[src/rtl/wb_pkg.sv]
// Shared Wishbone initiator definitions. The RTL and the benches both use
// these op codes, status codes and controller states.
package wb_pkg;

    typedef enum logic [1:0] {
        OP_READ    = 2'd0,
        OP_WRITE   = 2'd1,
        OP_RMW     = 2'd2,
        OP_ILLEGAL = 2'd3
    } wb_op_e;

    typedef enum logic [1:0] {
        ST_ACK     = 2'd0,
        ST_ERR     = 2'd1,
        ST_TIMEOUT = 2'd2,
        ST_ILLEGAL = 2'd3
    } wb_status_e;

    typedef enum logic [2:0] {
        S_IDLE,
        S_REQ,
        S_WAIT,
        S_GAP,
        S_RESP
    } wb_state_e;

endpackage

[src/rtl/wb_watchdog.sv]
// Cycle watchdog. It counts enabled cycles after a clear and flags the
// TIMEOUT-th consecutive enabled cycle.
module wb_watchdog #(
    parameter int TIMEOUT = 255
) (
    input  logic clk_i,
    input  logic rst_i,
    input  logic clr_i,
    input  logic en_i,
    output logic expired_o
);

    localparam logic [15:0] LIMIT = 16'(TIMEOUT - 1);

    logic [15:0] count_q;

    // Expired is combinational, so the owner can abort on that same edge.
    assign expired_o = en_i && (count_q == LIMIT);

    always_ff @(posedge clk_i or negedge rst_i) begin
        if (!rst_i) begin
            count_q <= '0;
        end else if (clr_i) begin
            count_q <= '0;
        end else if (en_i && !expired_o) begin
            count_q <= count_q + 16'd1;
        end
    end

endmodule

[src/rtl/wb_master_ctrl.sv]
// Wishbone B4 initiator. It runs one READ, WRITE or locked RMW per command,
// using classic or pipelined handshaking, and returns data and status.
module wb_master_ctrl
    import wb_pkg::*;
#(
    parameter int ADDR_WIDTH = 16,
    parameter int DATA_WIDTH = 32,
    parameter int GRANULE    = 8,
    parameter int TIMEOUT    = 255
) (
    input  logic                             clk_i,
    input  logic                             rst_i,
    input  logic                             cmd_valid_i,
    output logic                             cmd_ready_o,
    input  logic [1:0]                       cmd_op_i,
    input  logic                             cmd_pipe_i,
    input  logic [ADDR_WIDTH-1:0]            cmd_adr_i,
    input  logic [DATA_WIDTH/GRANULE-1:0]    cmd_sel_i,
    input  logic [DATA_WIDTH-1:0]            cmd_dat_i,
    input  logic [DATA_WIDTH-1:0]            cmd_mask_i,
    output logic                             rsp_valid_o,
    input  logic                             rsp_ready_i,
    output logic [DATA_WIDTH-1:0]            rsp_dat_o,
    output logic [1:0]                       rsp_status_o,
    output logic [ADDR_WIDTH-1:0]            adr_o,
    output logic [DATA_WIDTH-1:0]            dat_o,
    output logic [DATA_WIDTH/GRANULE-1:0]    sel_o,
    output logic                             we_o,
    output logic                             cyc_o,
    output logic                             stb_o,
    input  logic [DATA_WIDTH-1:0]            dat_i,
    input  logic                             ack_i,
    input  logic                             err_i,
    input  logic                             stall_i
);

    localparam int SEL_WIDTH = DATA_WIDTH / GRANULE;

    wb_state_e             state_q, state_d;
    wb_op_e                op_q, op_d;
    logic                  pipe_q, pipe_d;
    logic [DATA_WIDTH-1:0] mask_q, mask_d, wdat_q, wdat_d;
    logic [ADDR_WIDTH-1:0] adr_d;
    logic [DATA_WIDTH-1:0] dat_d, rsp_dat_d;
    logic [SEL_WIDTH-1:0]  sel_d;
    logic                  we_d, cyc_d, stb_d, rsp_valid_d;
    logic [1:0]            rsp_status_d;
    logic                  wd_clr, wd_en, wd_expired;

    assign cmd_ready_o = (state_q == S_IDLE);

    wb_watchdog #(.TIMEOUT(TIMEOUT)) u_watchdog (
        .clk_i     (clk_i),
        .rst_i     (rst_i),
        .clr_i     (wd_clr),
        .en_i      (wd_en),
        .expired_o (wd_expired)
    );

    // Next-state logic. rsp_dat_o also serves as the read-capture register,
    // so an RMW reports its read-phase data without a separate latch.
    always_comb begin
        state_d      = state_q;
        op_d         = op_q;
        pipe_d       = pipe_q;
        mask_d       = mask_q;
        wdat_d       = wdat_q;
        adr_d        = adr_o;
        dat_d        = dat_o;
        sel_d        = sel_o;
        we_d         = we_o;
        cyc_d        = cyc_o;
        stb_d        = stb_o;
        rsp_valid_d  = rsp_valid_o;
        rsp_dat_d    = rsp_dat_o;
        rsp_status_d = rsp_status_o;
        wd_clr       = 1'b1;
        wd_en        = 1'b0;

        case (state_q)
            S_IDLE: begin
                if (cmd_valid_i) begin
                    op_d      = wb_op_e'(cmd_op_i);
                    pipe_d    = cmd_pipe_i;
                    mask_d    = cmd_mask_i;
                    wdat_d    = cmd_dat_i;
                    rsp_dat_d = '0;
                    if (wb_op_e'(cmd_op_i) == OP_ILLEGAL) begin
                        state_d      = S_RESP;
                        rsp_valid_d  = 1'b1;
                        rsp_status_d = ST_ILLEGAL;
                    end else begin
                        state_d = S_REQ;
                        adr_d   = cmd_adr_i;
                        sel_d   = cmd_sel_i;
                        dat_d   = cmd_dat_i;
                        we_d    = (wb_op_e'(cmd_op_i) == OP_WRITE);
                        cyc_d   = 1'b1;
                        stb_d   = 1'b1;
                    end
                end
            end

            S_REQ, S_WAIT: begin
                wd_clr = 1'b0;
                wd_en  = !ack_i && !err_i;
                if (err_i) begin
                    state_d      = S_RESP;
                    cyc_d        = 1'b0;
                    stb_d        = 1'b0;
                    we_d         = 1'b0;
                    rsp_valid_d  = 1'b1;
                    rsp_status_d = ST_ERR;
                end else if (ack_i) begin
                    if (!we_o) begin
                        rsp_dat_d = dat_i;
                    end
                    if (op_q == OP_RMW && !we_o) begin
                        state_d = S_GAP;
                        stb_d   = 1'b0;
                        we_d    = 1'b1;
                        dat_d   = (dat_i & ~mask_q) | (wdat_q & mask_q);
                    end else begin
                        state_d      = S_RESP;
                        cyc_d        = 1'b0;
                        stb_d        = 1'b0;
                        we_d         = 1'b0;
                        rsp_valid_d  = 1'b1;
                        rsp_status_d = ST_ACK;
                    end
                end else if (wd_expired) begin
                    state_d      = S_RESP;
                    cyc_d        = 1'b0;
                    stb_d        = 1'b0;
                    we_d         = 1'b0;
                    rsp_valid_d  = 1'b1;
                    rsp_dat_d    = '0;
                    rsp_status_d = ST_TIMEOUT;
                end else if (state_q == S_REQ && pipe_q && !stall_i) begin
                    state_d = S_WAIT;
                    stb_d   = 1'b0;
                end
            end

            S_GAP: begin
                state_d = S_REQ;
                stb_d   = 1'b1;
            end

            S_RESP: begin
                if (rsp_ready_i) begin
                    state_d     = S_IDLE;
                    rsp_valid_d = 1'b0;
                    adr_d       = '0;
                    sel_d       = '0;
                    dat_d       = '0;
                end
            end

            default: state_d = S_IDLE;
        endcase
    end

    always_ff @(posedge clk_i or negedge rst_i) begin
        if (!rst_i) begin
            state_q      <= S_IDLE;
            op_q         <= OP_READ;
            pipe_q       <= 1'b0;
            mask_q       <= '0;
            wdat_q       <= '0;
            adr_o        <= '0;
            dat_o        <= '0;
            sel_o        <= '0;
            we_o         <= 1'b0;
            cyc_o        <= 1'b0;
            stb_o        <= 1'b0;
            rsp_valid_o  <= 1'b0;
            rsp_dat_o    <= '0;
            rsp_status_o <= 2'd0;
        end else begin
            state_q      <= state_d;
            op_q         <= op_d;
            pipe_q       <= pipe_d;
            mask_q       <= mask_d;
            wdat_q       <= wdat_d;
            adr_o        <= adr_d;
            dat_o        <= dat_d;
            sel_o        <= sel_d;
            we_o         <= we_d;
            cyc_o        <= cyc_d;
            stb_o        <= stb_d;
            rsp_valid_o  <= rsp_valid_d;
            rsp_dat_o    <= rsp_dat_d;
            rsp_status_o <= rsp_status_d;
        end
    end

endmodule
[config.mk]
export PLATFORM = sky130hd
export DESIGN_NAME = wb_master_ctrl
export DESIGN_NICKNAME = d
export VERILOG_FILES = /design/src/rtl/wb_pkg.sv /design/src/rtl/wb_watchdog.sv /design/src/rtl/wb_master_ctrl.sv
export SDC_FILE = /design/constraint.sdc
export NUM_CORES = 1
export LEC_CHECK = 0
export CAP_MARGIN = 20
export CORE_MARGIN = 2
export CORE_UTILIZATION = 49
export CTS_CLUSTER_SIZE = 28
export DETAILED_ROUTE_END_ITERATION = 7
export PLACE_DENSITY = 0.81
export SETUP_SLACK_MARGIN = 0.3
export SLEW_MARGIN = 10
export SYNTH_ARGS = -nofsm -noshare
export SYNTH_HDL_FRONTEND = slang
export SYNTH_SLANG_ARGS = --single-unit
[constraint.sdc]
create_clock -name clk_i -period 2.5 [get_ports clk_i]
set_input_delay 0.5 -clock clk_i [delete_from_list [all_inputs] [get_ports clk_i]]
set_output_delay 0.5 -clock clk_i [all_outputs]
set_load 0.01 [all_outputs]
==> results of run 1 <==
==> final cells by class <==
class / count / area [µm²]
fillers: 1173 / 5080
multi-input cells: 484 / 3480
well taps: 220 / 275
repair buffers: 249 / 2530
flip-flops and latches: 176 / 4410
inverters: 5 / 18.8
clock buffers: 19 / 443
clock inverters: 13 / 175
==> worst min path at each step <==
stage | end | slack (ns) | depth (start not counted) | startpoint
floorplan | adr_o[0] | 0.20 | 0 | rst_i
global placement | sel_o[3] | 0.45 | 2 | sel_o[3]
detailed placement | adr_o[5] | 0.45 | 2 | adr_o[5]
CTS | dat_o[19] | 0.04 | 1 | rst_i
global route | dat_o[17] | 0.05 | 1 | rst_i
finish | mask_q[18] | 0.03 | 1 | rst_i
==> metal layers <==
| layer | GRT usage [%] | wire [µm] | up-vias |
|---|---|---|---|
| met5 | 0 | 0 | - |
| met4 | 10.0 | 453 | 0 |
| met3 | 4.90 | 1250 | 31 |
| met2 | 38.6 | 10100 | 242 |
| met1 | 33.8 | 9710 | 3111 |
| li1 | - | - | 2931 |
==> metrics by stage <==
stage          hold WS [ns]  setup WS, ns
6_report             0.0318         0.359
4_1_cts              0.0445         0.213
2_1_floorplan         0.204         0.617
5_1_grt              0.0535         0.301
3_5_place_dp          0.454        -0.200
3_3_place_gp          0.449       -0.0859
==> power groups by stage <==
stage / clock (µW) / sequential (µW) / combinational, µW
after detailed placement: 0 / 4990 / 7130
after CTS: 2830 / 4950 / 7350
after floorplan: 0 / 5150 / 4250
after global routing: 2950 / 5090 / 8030
final: 2790 / 4940 / 7500
after global placement: 0 / 4940 / 6940
==> cells in the mapped netlist (2+ instances only) <==
library cell,count
and3_1,4
o21ai_0,36
nand3_1,93
xor2_1,13
and4_1,2
nor2_1,22
nand2b_1,3
or2_1,2
a21oi_1,10
mux2i_1,33
clkbuf_1,11
nand4_1,5
xnor2_1,2
buf_12,3
o211ai_1,2
buf_4,7
o32a_1,2
buf_2,17
ha_1,2
buf_6,5
dfrtp_1,176
inv_1,5
nor3_1,3
mux2_2,69
and2_1,3
nand4b_1,2
mux2_4,30
nand2_1,116
o22a_1,2
nor2b_1,2
==> state kept, by name (all words and copies together), names as in the netlist <==
| register | count |
|---|---|
| op_q | 2 |
| rsp_status_o | 2 |
| adr_o | 16 |
| dat_o | 32 |
| we_o | 1 |
| mask_q | 32 |
| cyc_o | 1 |
| u_watchdog.count_q | 16 |
| stb_o | 1 |
| rsp_valid_o | 1 |
| sel_o | 4 |
| rsp_dat_o | 32 |
| pipe_q | 1 |
| wdat_q | 32 |
| state_q | 3 |
==> kinds of logic after synthesis <==
kind of cell,count (synthesis)
AOI/OAI and AO/OA,67
xor gates and xnor gates,16
adders and majority gates,2
buffers and inverters,50
DFF,176
muxes,132
and+or+nand+nor,265
==> what timing repair did <==
item | 4_1_cts | 5_1_grt
cloned | 1 | 1
hold buffers | 0 | 0
pin swaps | 2 | 2
setup buffers | 4 | 3
endpoints found under the setup margin | 33 | 42
resized for setup | 6 | 5
==> reports/results.tsv, run 1 <==
stage	metric	value	unit
run_status	result of the run	complete, no violations	
cts	clock slew seen by the registers of the worst setup and hold paths	0.07	ns
synthesis	warning count from the yosys run	0	
cts	CTS buffer count	17	
power_and_ir_drop	power after layout	15200	µW
detailed_routing	per-cell via count in the routed design	5.42	
synthesis	number of flops mapped to enable cells by yosys	0	
synthesis	distinct cell type count after synthesis	56	
synthesis	synthesized-area fraction occupied by ao, oa, aoi and oai cells	5.52	%
cts	CTS sink count	176	
synthesis	leading post-synthesis cells by cell area	dfrtp_1 54%, mux2_2 9.5%, nand3_1 5.7%, mux2_4 5.5%, nand2_1 5.3%	
cells_and_area	area growth from synthesis to final layout	39.1	%
timing	Max-slew headroom	49.2	%
timing	Post-Route Setup TNS	0	ns
synthesis	area fraction of the dominant cell type after synthesis	54.1	%
detailed_routing	detailed-route via count	6315	
synthesis	largest family of logic cells by synthesized area	multiplexers	
critical_path	worst setup path endpoint	dat_o[30]	
critical_path	peak per-stage delay on the critical path	0.50	ns
critical_path	FF-to-FF Start	state_q[1]	
global_routing	via count of the first global-routing pass	6472	
power_and_ir_drop	logic gate share of total power	49.3	%
place	Placement Cell Area	10600	µm²
timing	Clock Skews	0.0158	ns
timing	endpoints failing hold	0	
critical_path	critical path start-end classification	in2reg	
detailed_routing	DRC errors left	0	
global_routing	gr usage total	24.6	%
floorplan	Die X-Extent	133	µm
power_and_ir_drop	power density cells	1340	nW/µm²
detailed_routing	Total Wirelength	21500	µm
critical_path	setup slack, reg-to-reg	0.39	ns
synthesis	multiplexer share of the synthesized area	19.1	%
cells_and_area	post-route insts no fill	1166	
detailed_routing	Antenna Violating Nets Remaining	0	
critical_path	data required time of the worst path	2.81	ns
critical_path	startpoint of the most critical setup path	ack_i	
global_routing	number of antenna violations at the first check in global routing	0	
place	global placement routability congestion	0.855	
place	total instance count after detailed placement	1125	
critical_path	worst reg2reg endpoint	dat_o[23]	
place	number of port buffers	216	
power_and_ir_drop	leakage	0.00505	µW
synthesis	post-synthesis instance area	8140	µm²
timing	Final min period	2.14	ns
job	number of maximum-capacitance violations	0	
cells_and_area	diode count	0	
synthesis	part of the Yosys area used for sequential elements	54.1	%
cells_and_area	fraction of final layout cells with drive strength greater than 1	19.7	%
global_routing	overflow left after global routing	0	
synthesis	number of register bits inferred by synthesis	176	
place	DPL Wire Length	14000	µm
floorplan	core area	16400	µm²
critical_path	endpoint class of the critical path	flop	
timing	number of endpoints failing setup at the final stage	0	
cells_and_area	post-route cell area	11300	µm²
power_and_ir_drop	switching fraction of total power	35.6	%
floorplan	Core Rows	47	
global_routing	largest net degree at the start of global routing	57	
critical_path	largest fanout of any net on the critical path	15	
power_and_ir_drop	internal portion of total power	9810	µW
critical_path	slowest stage cell, crit path	clkdlybuf4s50_1	
cells_and_area	Layout Utilization	69.0	%
cts	buffer cell driving the clock tree root	clkbuf_16	
floorplan	full die area	17700	µm²
synthesis	Post-Synth Simple-Gate Area	15.2	%
synthesis	xor/xnor share of the synthesized area	1.81	%
detailed_routing	routed length per instance	18.4	µm
critical_path	CP Data Arrival Time	2.45	ns
synthesis	Async S/R FF share, synth	100	%
critical_path	startpoint type of the worst setup path	input port	
power_and_ir_drop	clock network power share	18.3	%
floorplan	die height	133	µm
cts	clk buf depth	2	
timing	final-report max-slew violation count	0	
detailed_routing	drt first pass iters	4	
critical_path	Worst Reg2Reg Path Length in Cells	7	
synthesis	dominant cell type by area after synthesis	dfrtp_1	
synthesis	Top FF cell, synth	dfrtp_1	
global_routing	first-pass GRT wire length	34200	µm
power_and_ir_drop	sequential fraction of design power	32.4	%
cells_and_area	total number of nets in the final design	1061	
synthesis	Post-Synthesis Mean Instance Area	11.5	µm²
cells_and_area	commonest cells after routing, fill and taps aside	214 x clkdlybuf4s50_1, 174 x dfrtp_1, 115 x nand2_1	
synthesis	Post-Syn Nets	836	
cts	CTS tree	yes	
power_and_ir_drop	worst vdd rail ir drop	0.000668	V
floorplan	number of ports placed on the die boundary	217	
cells_and_area	most common cell after layout, fill and taps aside	clkdlybuf4s50_1	
timing	fraction of the cycle the final worst path needs	85.6	%
critical_path	largest delay contributor family on the critical path	buffers and inverters	
hold_path	kind of path behind the tightest hold check	in2async	
timing	worst slew pin tran	0.759	ns
floorplan	Initial Utilization	49.6	%
detailed_routing	number of DRC violations after detailed-routing iteration 0	436	
critical_path	number of cells on the critical path	7	
critical_path	Buf/Inv on CP	2	
power_and_ir_drop	Psw	5420	µW
synthesis	fraction of the mapped netlist area in adder cells	0.307	%
timing	maximum operating frequency	467	MHz
critical_path	worst path cell trace	clkdlybuf4s50_1 > nor3b_2 > and2_1 > a2bb2oi_1 > o21a_4 > buf_12 > mux2_2	
cts	worst-skew pair later-pin latency	0.43	ns
cts	CTS H-Tree Depth	4	
timing	RSZ-0062 raised after global routing	no	
synthesis	Synth Instances	708	
(Power assumes the default switching activity.)
==> inputs of run 2 (changes only) <==
--- a/config.mk
+++ b/config.mk
@@ -6,10 +6,10 @@
 export NUM_CORES = 1
 export LEC_CHECK = 0
 export CAP_MARGIN = 20
-export CORE_MARGIN = 2
 export CORE_UTILIZATION = 49
 export CTS_CLUSTER_SIZE = 28
 export DETAILED_ROUTE_END_ITERATION = 7
+export MAX_ROUTING_LAYER = met4
 export PLACE_DENSITY = 0.81
 export SETUP_SLACK_MARGIN = 0.3
 export SLEW_MARGIN = 10
==> run 2 against run 1 <==
  * The run now ends with negative hold slack left
  * Design area decreased by 0.69%
  * Fmax grew 0.44%
  * Sequential share of layout area rose by 0.27 points
  * Critical path type is now reg2out
==> reports/results.tsv, run 2 (same netlist as run 1, synthesis figures left out) <==
stage	metric	value	unit	change
place	number of port buffers	216		unchanged
timing	Max-slew headroom	65.9	%	+17 points
critical_path	data required time of the worst path	2.00	ns	-0.81 ns
timing	Post-Route Setup TNS	0	ns	unchanged
timing	final-report max-slew violation count	0		unchanged
timing	tightest hold margin	-0.000537	ns	-0.0324 ns
timing	worst slew pin tran	0.510	ns	-0.249 ns
detailed_routing	per-cell via count in the routed design	5.41		-0.19%
floorplan	core area	16100	µm²	-2.1%
run_status	result of the run	complete, but fails checks		
cts	CTS buffer count	17		unchanged
cts	worst-skew pair later-pin latency	0.42	ns	about the same
detailed_routing	DRC errors left	0		unchanged
cells_and_area	area growth from synthesis to final layout	38.1	%	
global_routing	gr usage total	25.9	%	+1.3 points
cts	CTS H-Tree Depth	4		unchanged
timing	number of endpoints failing setup at the final stage	0		unchanged
cts	buffer cell driving the clock tree root	clkbuf_16		
timing	Clock Skews	0.00846	ns	-0.00731 ns
timing	RSZ-0062 raised after global routing	no		
cells_and_area	commonest cells after routing, fill and taps aside	214 x clkdlybuf4s50_1, 174 x dfrtp_1, 115 x nand2_1		
critical_path	FF-to-FF Start	u_watchdog.count_q[11]		
run_status	failing checks	negative hold slack		
global_routing	largest net degree at the start of global routing	81		+42%
detailed_routing	number of DRC violations after detailed-routing iteration 0	329		-25%
place	DPL Wire Length	13900	µm	-0.28%
timing	Final min period	2.13	ns	-0.00931 ns
critical_path	critical path start-end classification	reg2out		
critical_path	startpoint of the most critical setup path	state_q[0]		
timing	maximum operating frequency	469	MHz	+0.44%
power_and_ir_drop	power after layout	15000	µW	-1.3%
detailed_routing	drt first pass iters	5		+1
floorplan	die height	131	µm	-1.5%
cells_and_area	fraction of final layout cells with drive strength greater than 1	18.7	%	-0.97 points
power_and_ir_drop	power density cells	1340	nW/µm²	-0.60%
detailed_routing	routed length per instance	17.9	µm	-2.7%
cts	# Post-CTS Setup Buffers	0		-4
cts	CTS sink count	176		unchanged
detailed_routing	Antenna Violating Nets Remaining	0		unchanged
global_routing	overflow left after global routing	0		unchanged
detailed_routing	Total Wirelength	20700	µm	-3.8%
job	number of maximum-capacitance violations	0		unchanged
global_routing	first-pass GRT wire length	32300	µm	-5.5%
critical_path	startpoint type of the worst setup path	flop		
floorplan	Die X-Extent	131	µm	-1.5%
cts	clk buf depth	2		unchanged
timing	endpoints failing hold	1		+1
timing	fraction of the cycle the final worst path needs	85.3	%	-0.37 points
floorplan	number of ports placed on the die boundary	217		unchanged
detailed_routing	detailed-route via count	6233		-1.3%
power_and_ir_drop	leakage	0.00502	µW	-0.52%
cells_and_area	total number of nets in the final design	1052		-0.85%
cts	clock slew seen by the registers of the worst setup and hold paths	0.07	ns	about the same
place	Post-Place Worst Slack	-0.0258	ns	+0.174 ns
floorplan	Initial Utilization	50.7	%	+1.1 points
global_routing	via count of the first global-routing pass	6345		-2.0%
global_routing	number of antenna violations at the first check in global routing	1		+1
power_and_ir_drop	worst vdd rail ir drop	0.000783	V	+17%
critical_path	largest fanout of any net on the critical path	8		-7
place	global placement routability congestion	0.850		-0.60%
critical_path	endpoint class of the critical path	output port		
critical_path	setup slack, reg-to-reg	0.45	ns	+0.06 ns
cells_and_area	most common cell after layout, fill and taps aside	clkdlybuf4s50_1		
floorplan	Core Rows	46		-2.1%
cts	CTS tree	yes		
timing	Final Worst Setup Slack	0.368	ns	+0.00931 ns
floorplan	full die area	17100	µm²	-3.0%
hold_path	kind of path behind the tightest hold check	in2async		
critical_path	CP Data Arrival Time	1.63	ns	-0.82 ns
[run 2: changes by cell type in the layout (fill, tap and decap cells not counted), moves of 2 or more]
cell	before	now
buf_4	23	17
bufinv_16	3	5
inv_6	3	1
o22ai_4	2	0
[run 2: critical path, stage by stage (launching register included)]
cell,delay [ns]
dfrtp_2,0.48
or2_4,0.31
nor2_1,0.15
clkdlybuf4s15_1,0.27
[run 2: repair_timing]
action	CTS	global route
setup endpoints to repair	1	3
hold buffers	0	0
resized for setup	3	2
pin swaps	0	0
[run 2: worst paths after layout]
| check | end | depth (start not counted) |
|---|---|---|
| hold / removal | rsp_status_o[0] | 1 |
| max in group asynchronous | rsp_dat_o[21] | 2 |
| setup reg to reg | state_q[0] | 6 |
| min in group clk_i | adr_o[8] | 2 |
| hold reg to reg | adr_o[8] | 2 |
| setup / recovery | cmd_ready_o | 3 |
[run 2: routing by layer]
metal  track usage, %  part of all wire, %
met4             10.4                  2.2
met2             41.9                   49
met3             5.05                  5.6
met5                -                    0
met1             31.9                   43
[run 2: through the flow]
stage               utilization (%)  cells  area [µm²]
floorplan                         -    708        8140
global placement               65.9   1121       10600
detailed placement             65.9   1121       10600
CTS                            70.0   1152       11200
global route                   70.0   1153       11200
finish                         70.0   1153       11200
[run 2: where the power goes]
group | switching (µW) | internal (µW)
logic | 3240 | 3860
registers | 825 | 4170
clock network | 1110 | 1830
total | 5170 | 9860
[run 2: layout make-up]
| class | count | area, µm² |
|---|---|---|
| tap | 216 | 270 |
| antenna | 1 | 2.50 |
| clock buffer | 19 | 453 |
| multi-input combinational | 482 | 3420 |
| inverter | 5 | 18.8 |
| timing repair buffer | 242 | 2470 |
| clock inverter | 12 | 206 |
| fill | 1134 | 4810 |
| sequential | 176 | 4410 |
